File: src/rtl/gray_count_decoder.sv
// Gray-code sample decoder: strobed capture, gray-to-binary conversion, step checking
// and wrap extension into a monotonic count. Two-stage pipeline, enable N -> valid N+2.
module gray_count_decoder #(
  parameter int WIDTH     = 8,
  parameter int EXT_WIDTH = 8,
  parameter int ERR_WIDTH = 8
) (
  input  logic                         i_clk,
  input  logic                         i_reset,
  input  logic                         i_enable,
  input  logic [WIDTH-1:0]             i_gray_in,
  input  logic                         i_clr_err,
  output logic                         o_valid,
  output logic [WIDTH-1:0]             o_bin_count,
  output logic [EXT_WIDTH+WIDTH-1:0]   o_ext_count,
  output logic                         o_wrap,
  output logic                         o_step_err,
  output logic [ERR_WIDTH-1:0]         o_err_count
);

  typedef enum logic [0:0] {
    S_PRIME = 1'b0,
    S_TRACK = 1'b1
  } state_t;

  localparam logic [WIDTH-1:0]     BIN_ONE  = WIDTH'(1);
  localparam logic [WIDTH-1:0]     BIN_MAX  = {WIDTH{1'b1}};
  localparam logic [ERR_WIDTH-1:0] ERR_ONE  = ERR_WIDTH'(1);
  localparam logic [ERR_WIDTH-1:0] ERR_MAX  = {ERR_WIDTH{1'b1}};
  localparam logic [EXT_WIDTH-1:0] WRAP_ONE = EXT_WIDTH'(1);

  state_t                 r_state;
  state_t                 w_state_nxt;
  logic [WIDTH-1:0]       r_g_q;
  logic                   r_s1_v;
  logic [EXT_WIDTH-1:0]   r_wrap_cnt;
  logic [EXT_WIDTH-1:0]   w_wrap_cnt_nxt;
  logic [WIDTH-1:0]       w_b;
  logic [WIDTH-1:0]       w_delta;
  logic                   w_valid_nxt;
  logic                   w_wrap_nxt;
  logic                   w_err_nxt;
  logic [ERR_WIDTH-1:0]   w_err_count_nxt;

  function automatic logic [WIDTH-1:0] gray2bin(input logic [WIDTH-1:0] g);
    logic [WIDTH-1:0] b;
    b = g;
    for (int i = WIDTH - 2; i >= 0; i--) begin
      b[i] = b[i+1] ^ g[i];
    end
    return b;
  endfunction

  // Stage-2 classification; o_bin_count doubles as the last accepted reference value.
  always_comb begin
    w_state_nxt    = r_state;
    w_valid_nxt    = 1'b0;
    w_wrap_nxt     = 1'b0;
    w_err_nxt      = 1'b0;
    w_wrap_cnt_nxt = r_wrap_cnt;
    w_b            = gray2bin(r_g_q);
    w_delta        = w_b - o_bin_count;
    if (r_s1_v) begin
      w_valid_nxt = 1'b1;
      case (r_state)
        S_PRIME: begin
          w_state_nxt = S_TRACK;
        end
        S_TRACK: begin
          if (w_delta == '0) begin
            w_err_nxt = 1'b0;
          end else if (w_delta == BIN_ONE) begin
            if ((o_bin_count == BIN_MAX) && (w_b == '0)) begin
              w_wrap_nxt     = 1'b1;
              w_wrap_cnt_nxt = r_wrap_cnt + WRAP_ONE;
            end else begin
              w_wrap_nxt = 1'b0;
            end
          end else begin
            w_err_nxt = 1'b1;
          end
        end
        default: begin
          w_state_nxt = S_PRIME;
        end
      endcase
    end else begin
      w_valid_nxt = 1'b0;
    end

    // Clear takes priority, then the error of the same cycle is counted.
    if (i_clr_err) begin
      w_err_count_nxt = w_err_nxt ? ERR_ONE : '0;
    end else if (w_err_nxt && (o_err_count != ERR_MAX)) begin
      w_err_count_nxt = o_err_count + ERR_ONE;
    end else begin
      w_err_count_nxt = o_err_count;
    end
  end

  // Pipeline, FSM state and registered outputs.
  always_ff @(posedge i_clk) begin
    if (i_reset) begin
      r_state     <= S_PRIME;
      r_g_q       <= '0;
      r_s1_v      <= 1'b0;
      r_wrap_cnt  <= '0;
      o_valid     <= 1'b0;
      o_bin_count <= '0;
      o_ext_count <= '0;
      o_wrap      <= 1'b0;
      o_step_err  <= 1'b0;
      o_err_count <= '0;
    end else begin
      r_s1_v <= i_enable;
      if (i_enable) begin
        r_g_q <= i_gray_in;
      end
      r_state     <= w_state_nxt;
      r_wrap_cnt  <= w_wrap_cnt_nxt;
      o_valid     <= w_valid_nxt;
      o_wrap      <= w_wrap_nxt;
      o_step_err  <= w_err_nxt;
      o_err_count <= w_err_count_nxt;
      if (r_s1_v) begin
        o_bin_count <= w_b;
        o_ext_count <= {w_wrap_cnt_nxt, w_b};
      end
    end
  end

endmodule

File: config.mk
export PLATFORM = sky130hd
export DESIGN_NAME = gray_count_decoder
export DESIGN_NICKNAME = d
export VERILOG_FILES = /design/src/rtl/gray_count_decoder.sv
export SDC_FILE = /design/constraint.sdc
export NUM_CORES = 1
export LEC_CHECK = 0
export ABC_CLOCK_PERIOD_IN_PS = 6100
export BUFFER_PORTS_ARGS = -buffer_cell sky130_fd_sc_hd__buf_2
export CORE_MARGIN = 3
export CORE_UTILIZATION = 45
export DETAILED_ROUTE_END_ITERATION = 8
export HOLD_SLACK_MARGIN = 0.06
export PLACE_DENSITY = 0.67
export SLEW_MARGIN = 20
export SYNTH_ARGS = -nofsm -noshare
export SYNTH_HDL_FRONTEND = slang
export SYNTH_SLANG_ARGS = --single-unit
export TNS_END_PERCENT = 1
File: constraint.sdc
create_clock -name i_clk -period 6.1 [get_ports i_clk]
set_clock_uncertainty 0.15 [all_clocks]
set_input_delay 1.22 -clock i_clk [delete_from_list [all_inputs] [get_ports i_clk]]
set_output_delay 1.22 -clock i_clk [all_outputs]
set_load 0.02 [all_outputs]
; Word level (Yosys, flattened, before mapping)
; Cells that the tools add are included.
[op_classes]
addsub = 3
n_mul = 0
n_div = 0
n_lt_le_gt_ge = 0
n_eq_ne = 3
n_shift = 0
muxes = 14
bitwise_logic = 10
reduce_logical = 6
[ops]
columns = cell, n
row1 = $mux 8, 7
row2 = $add 8x1->8 const B, 2
row3 = $logic_not 8->1, 2
row4 = $eq 8x1->1 const B, 1
row5 = $eq 8x8->1 const B, 1
row6 = $ne 8x8->1 const B, 1
row7 = $sub 8x8->8, 1
row8 = $mux 1, 7
row9 = $xor 1x1->1, 7
row10 = $reduce_or 5->1, 1
row11 = $not 1->1, 3
row12 = $logic_and 1x1->1, 2
row13 = $reduce_bool 2->1, 1
[totals]
register_bits = 53
latchBits = 0
ramBits = 0
romBits = 0
in_bits = 12
output_inout_bits = 35
elab_cells = 46
memories = 0

; Longest topological paths before layout
[depth]
depth_word = 16
ltp_mapped = 19
ltp_nobuf = 18

; Worst setup path before layout
; OpenSTA, ideal clock, no wires.
[synth_path]
path_kind = reg-to-reg
startpoint = register r_g_q[7]
endpoint = register o_err_count[0]
t_arrival_ns = 4.400
setup_slack_ns = 1.418
stages_incl_launch_ff = 20
path_buffers = 1
cell_sequence = dfxtp_1 -> inv_1 -> ha_1 -> xnor2_1 -> ha_1 -> xnor2_1 -> ha_1 -> xnor2_1 -> ha_1 -> inv_1 -> ha_1 -> fa_1 -> nand2b_1 -> a21oi_1 -> mux2i_1 -> nand3_2 -> o311ai_4 -> buf_6 -> o21bai_1 -> a21oi_1
[synth_between]
elab_chain_cells = 15
word_cells_on_any_way = 18
cone_classes = 1 x add/sub / 1 x eq/ne / 6 x mux / 7 x bitwise / 3 x reduce/logical
[synth_lines]
columns = item, line
row1 = start: declaration, 34  ; logic [WIDTH-1:0] r_g_q;
row2 = start signal: assignment, 117  ; r_g_q <= i_gray_in;
row3 = $xor 1x1->1 (*), 49  ; b[i] = b[i+1] ^ g[i];
row4 = via w_b[6], 38  ; logic [WIDTH-1:0] w_b;
row5 = $xor 1x1->1 (*) (2 in a row), 49
row6 = via w_b[4], 38
row7 = $xor 1x1->1 (*) (2 in a row), 49
row8 = via w_b[2], 38
row9 = $xor 1x1->1 (*) (2 in a row), 49
row10 = via w_b[0], 38
row11 = $sub 8x8->8 (*), 62  ; w_delta = w_b - o_bin_count;
row12 = $eq 8x1->1, 72  ; end else if (w_delta == BIN_ONE) begin
row13 = $mux 1, 72
row14 = $mux 1 (*), 70  ; if (w_delta == '0) begin
row15 = $mux 1 (*), 65  ; case (r_state)
row16 = $mux 1 (*), 63  ; if (r_s1_v) begin
row17 = $mux 1 / $logic_and 1x1->1 (equally long branches), "93, 94"
row18 = $mux 8 / $reduce_bool 2->1 (equally long branches), --
row19 = end signal: assignment, 124  ; o_err_count <= w_err_count_nxt;
row20 = end: declaration, 18  ; output logic [ERR_WIDTH-1:0] o_err_count
; The timed path passes the listed nets; every way through them passes the cells marked *.
; A chain may end at the register's enable or synchronous reset.

; Worst setup path after layout
[layout_path]
startpoint = register r_g_q[7]
endpoint = register o_err_count[6]
[layout_between]
elab_chain_cells = 15
word_cells_on_any_way = 16
cone_classes = 1 x add/sub / 1 x eq/ne / 4 x mux / 7 x bitwise / 3 x reduce/logical
[layout_lines]
columns = item, line
row1 = $xor 1x1->1 (*), 49
row2 = via w_b[6], 38
row3 = $xor 1x1->1 (*) (2 in a row), 49
row4 = via w_b[4], 38
row5 = $xor 1x1->1 (*) (2 in a row), 49
row6 = via w_b[2], 38
row7 = $xor 1x1->1 (*) (2 in a row), 49
row8 = via w_b[0], 38
row9 = $sub 8x8->8 (*), 62
row10 = $eq 8x1->1, 72
row11 = $mux 1, 72
row12 = $mux 1 (*), 70
row13 = $mux 1 (*), 65
row14 = $mux 1 (*), 63
row15 = $logic_and 1x1->1 (*), 94  ; end else if (w_err_nxt && (o_err_count != ERR_MAX)) begin
row16 = $reduce_bool 2->1 (no line) (*), --
; Marks and branches as above.

==> summary.txt <==
Run status
  – Status: complete, no violations

Global routing
  – Initial antenna violation count: 0
  – First-pass GRT wire length: 8224 microns
  – Vias in the first global route: 1,803
  – Largest net degree at the start of global routing: 41
  – Congestion Overflow GR: 0
  – GRT Util Overall: 16.46%

Clocking
  – CTS tree: done
  – Post-cts sizing count: 0
  – Max clock buf depth: 2
  – Clock sink total: 45
  – Clk Latency, worst-skew pair: 300 ps
  – Worst-path clk slew: 80 ps
  – Cts hold-fix bufs: 0
  – Htree depth: 2
  – Post-CTS Setup Inserts: 0
  – Inserted Clock Buffers: 5
  – Root buf cell: clkbuf_8

Synthesis
  – Synth area leaders: dfxtp_1 38%, ha_1 6.9%, mux2i_1 6.8%
  – Seq/Total Area, Yosys: 38.14%
  – Mapped Area: 2362 sq um
  – Synth warnings: 0
  – Synth cell types: 41
  – Mux share of post-synthesis cell area: 6.780%
  – Synth area leader: dfxtp_1
  – Synth Area in XOR/XNOR: 5.614%
  – Mapped Avg Cell Area: 9.051 sq um
  – Area share of and/or/nand/nor cells after synthesis: 21.61%
  – Fraction of registers with async set/reset: 0%
  – Main combinational cell family by area after synthesis: simple AND/OR/NAND/NOR gates
  – Syn Inst Count: 261
  – Post-synth EDFFs: 0
  – Most used DFF post-synth: dfxtp_1
  – #FFs+latches synth: 45
  – Synth top area share: 38.14%
  – Compound-Gate Fraction of Synth Area: 12.98%
  – Adder-Cell Fraction of Synth Area: 7.733%
  – Synthesized Nets: 287

Drt
  – Drt first-iter violations: 90
  – Vias per cell: 5.236
  – Via count: 1,911
  – DRC viols: 0
  – Post-DRT Antenna Nets: 0
  – Routed WL: 4687 microns
  – WL/cell: 12.84 microns
  – DR pass1 iterations: 4

Timing
  – Max-Slew Margin vs Limit: 50.11%
  – Worst setup margin: 784.3 ps
  – Fin crit share: 87.14%
  – Clock period minus worst slack: 5316 ps
  – Final setup viols: 0
  – Post-Route Setup TNS: 0 ps
  – Slew Limit Fails: 0
  – Fmax: 188.1 MHz
  – Final Hold Viols: 0
  – RSZ-0062 raised after global routing: false
  – Final hold slack: 333.9 ps
  – Slew @ Worst Pin: 741.5 ps

Die
  – CORE AREA: 4911 sq um
  – Starting Density: 48.10%
  – Die Wd: 78.46 microns
  – Die area: 6155 sq um
  – Row count: 25
  – Die extent in y: 78.46 microns
  – Ports: 47

Pwr
  – Combinational fraction of design power: 31.3%
  – Max rail drop VDD: 0.0001354 V
  – Net Sw Power: 0.2611 mW
  – Sw frac: 33.16%
  – Clk pwr share: 28.4%
  – Cell Pwr Density: 292.8 nW/um^2
  – Leakage: 1.127 nW
  – Total chip power: 0.7877 mW
  – Internal Power: 0.5265 mW
  – Flop pwr share: 40.3%

Layout
  – Nets: 323
  – Commonest non-fill, non-tap cell in the layout: buf_2
  – Reg area: 900.9 sq um
  – # diodes: 0
  – Share of cells above drive strength 1: 20.81%
  – Area grow syn2layout: 13.88%
  – Area taken by multi-input logic gates: 1292 sq um
  – Most frequent cells in the layout: 46 x buf_2, 45 x dfxtp_1, 42 x nor2_1, 17 x inv_1, 16 x mux2i_1
  – Fillers: 477

Worst setup path
  – CP Launch Type: register
  – Crit Path Max Fanout: 17
  – Flop-to-flop setup slack: 780 ps
  – Reg2reg end: o_err_count[6]
  – Setup CP Type: register to register
  – Worst Path Required: 6140 ps
  – FF-to-FF Start: r_g_q[7]
  – Arrival time worst endpoint: 5360 ps
  – Worst Setup End Kind: register
  – Worst reg-to-reg path cell count: 18

Min path
  – Hold worst-path end: o_ext_count[10]
  – Worst hold stages: 2
  – Hold crit path type: register to register
  – Hold wc startpoint: o_ext_count[10]

Run
  – Max_cap viols: 0

Placed design
  – Port bufs: 46
  – Placer Congestion: 0.8233
  – DP Worst Slack: 750.0 ps
  – Post-DP HPWL: 3521 microns
==> layout make-up <==
cell class,count,area share [%]
multi-input cells,181,48.05
flip-flops and latches,45,33.49
repair buffers,47,8.837
well taps,67,3.116
clock buffers,6,2.698
inverters,17,2.372
clock inverters,2,1.442
==> through the flow <==
stage          std cells  area (sq um)  util, %
6_report             365          2690    54.78
5_1_grt              365          2690    54.78
4_1_cts              365          2690    54.78
3_5_place_dp         357          2579    52.51
3_3_place_gp         357          2579    52.51
2_1_floorplan        261          2362        -
==> cell usage after synthesis, types with 2 or more instances <==
| library cell | number |
|---|---|
| dfxtp_1 | 45 |
| nor2_1 | 42 |
| inv_1 | 17 |
| mux2i_1 | 16 |
| ha_1 | 13 |
| a211oi_1 | 11 |
| xnor2_1 | 11 |
| a21oi_1 | 10 |
| nand4_1 | 10 |
| buf_4 | 8 |
| nor4_1 | 8 |
| and3_1 | 7 |
| clkbuf_1 | 7 |
| nand2_1 | 7 |
| o21ai_0 | 6 |
| nor2b_1 | 5 |
| or3_1 | 4 |
| nand3_1 | 3 |
| buf_1 | 2 |
| nand2b_1 | 2 |
| nand3b_1 | 2 |
| nor3_1 | 2 |
| o211ai_1 | 2 |
| o21a_1 | 2 |
| o21ai_1 | 2 |
| o31ai_1 | 2 |
==> power by group through the flow <==
stage | logic, mW | clock network (mW) | registers [mW]
6_report | 0.246 | 0.224 | 0.318
3_3_place_gp | 0.244 | 0 | 0.324
5_1_grt | 0.272 | 0.243 | 0.320
4_1_cts | 0.248 | 0.231 | 0.318
3_5_place_dp | 0.246 | 0 | 0.325
2_1_floorplan | 0.195 | 0 | 0.331
==> registers in the layout, indices dropped and copies added, names as in the netlist, 7 cells and up <==
| signal | cells |
|---|---|
| o_bin_count | 7 |
| o_err_count | 8 |
| o_ext_count | 9 |
| r_wrap_cnt | 8 |
| r_g_q | 8 |
==> per-layer routing <==
layer	global-route usage, %	share of wire (%)	vias up
li1	-	-	984
met1	22.64	50	869
met2	25.34	43	52
met3	4.014	5.2	6
met4	5.245	1.3	0
met5	0	0	-
==> worst max-delay path by stage <==
stage	from	end	slack [ps]	cells past startpoint
finish	r_g_q[7]	o_err_count[6]	780	18
global route	r_g_q[7]	o_err_count[6]	480	18
CTS	r_g_q[7]	o_err_count[6]	740	18
detailed placement	r_g_q[7]	o_err_count[6]	750	18
global placement	r_g_q[7]	o_err_count[6]	1010	18
floorplan	r_g_q[7]	o_err_count[0]	1420	19
==> worst max-delay path, cell delays in order (launching register included) <==
cell	delay [ps]
dfxtp_1	400
inv_1	60
ha_1	320
xnor2_1	270
ha_1	320
xnor2_1	290
ha_1	330
xnor2_1	390
ha_1	210
inv_1	40
ha_1	230
fa_1	410
nand2b_1	160
a21oi_1	150
mux2i_1	240
nand3_2	240
o311ai_4	640
nor2_1	80
o221a_2	280
==> cells by family after synthesis <==
logic type | after synthesis
fa+ha+maj | 14
mux | 16
buf+inv | 35
xor+xnor | 13
simple gates | 97
compound gates | 41
flops | 45
Power figures use the tool's default switching activity.
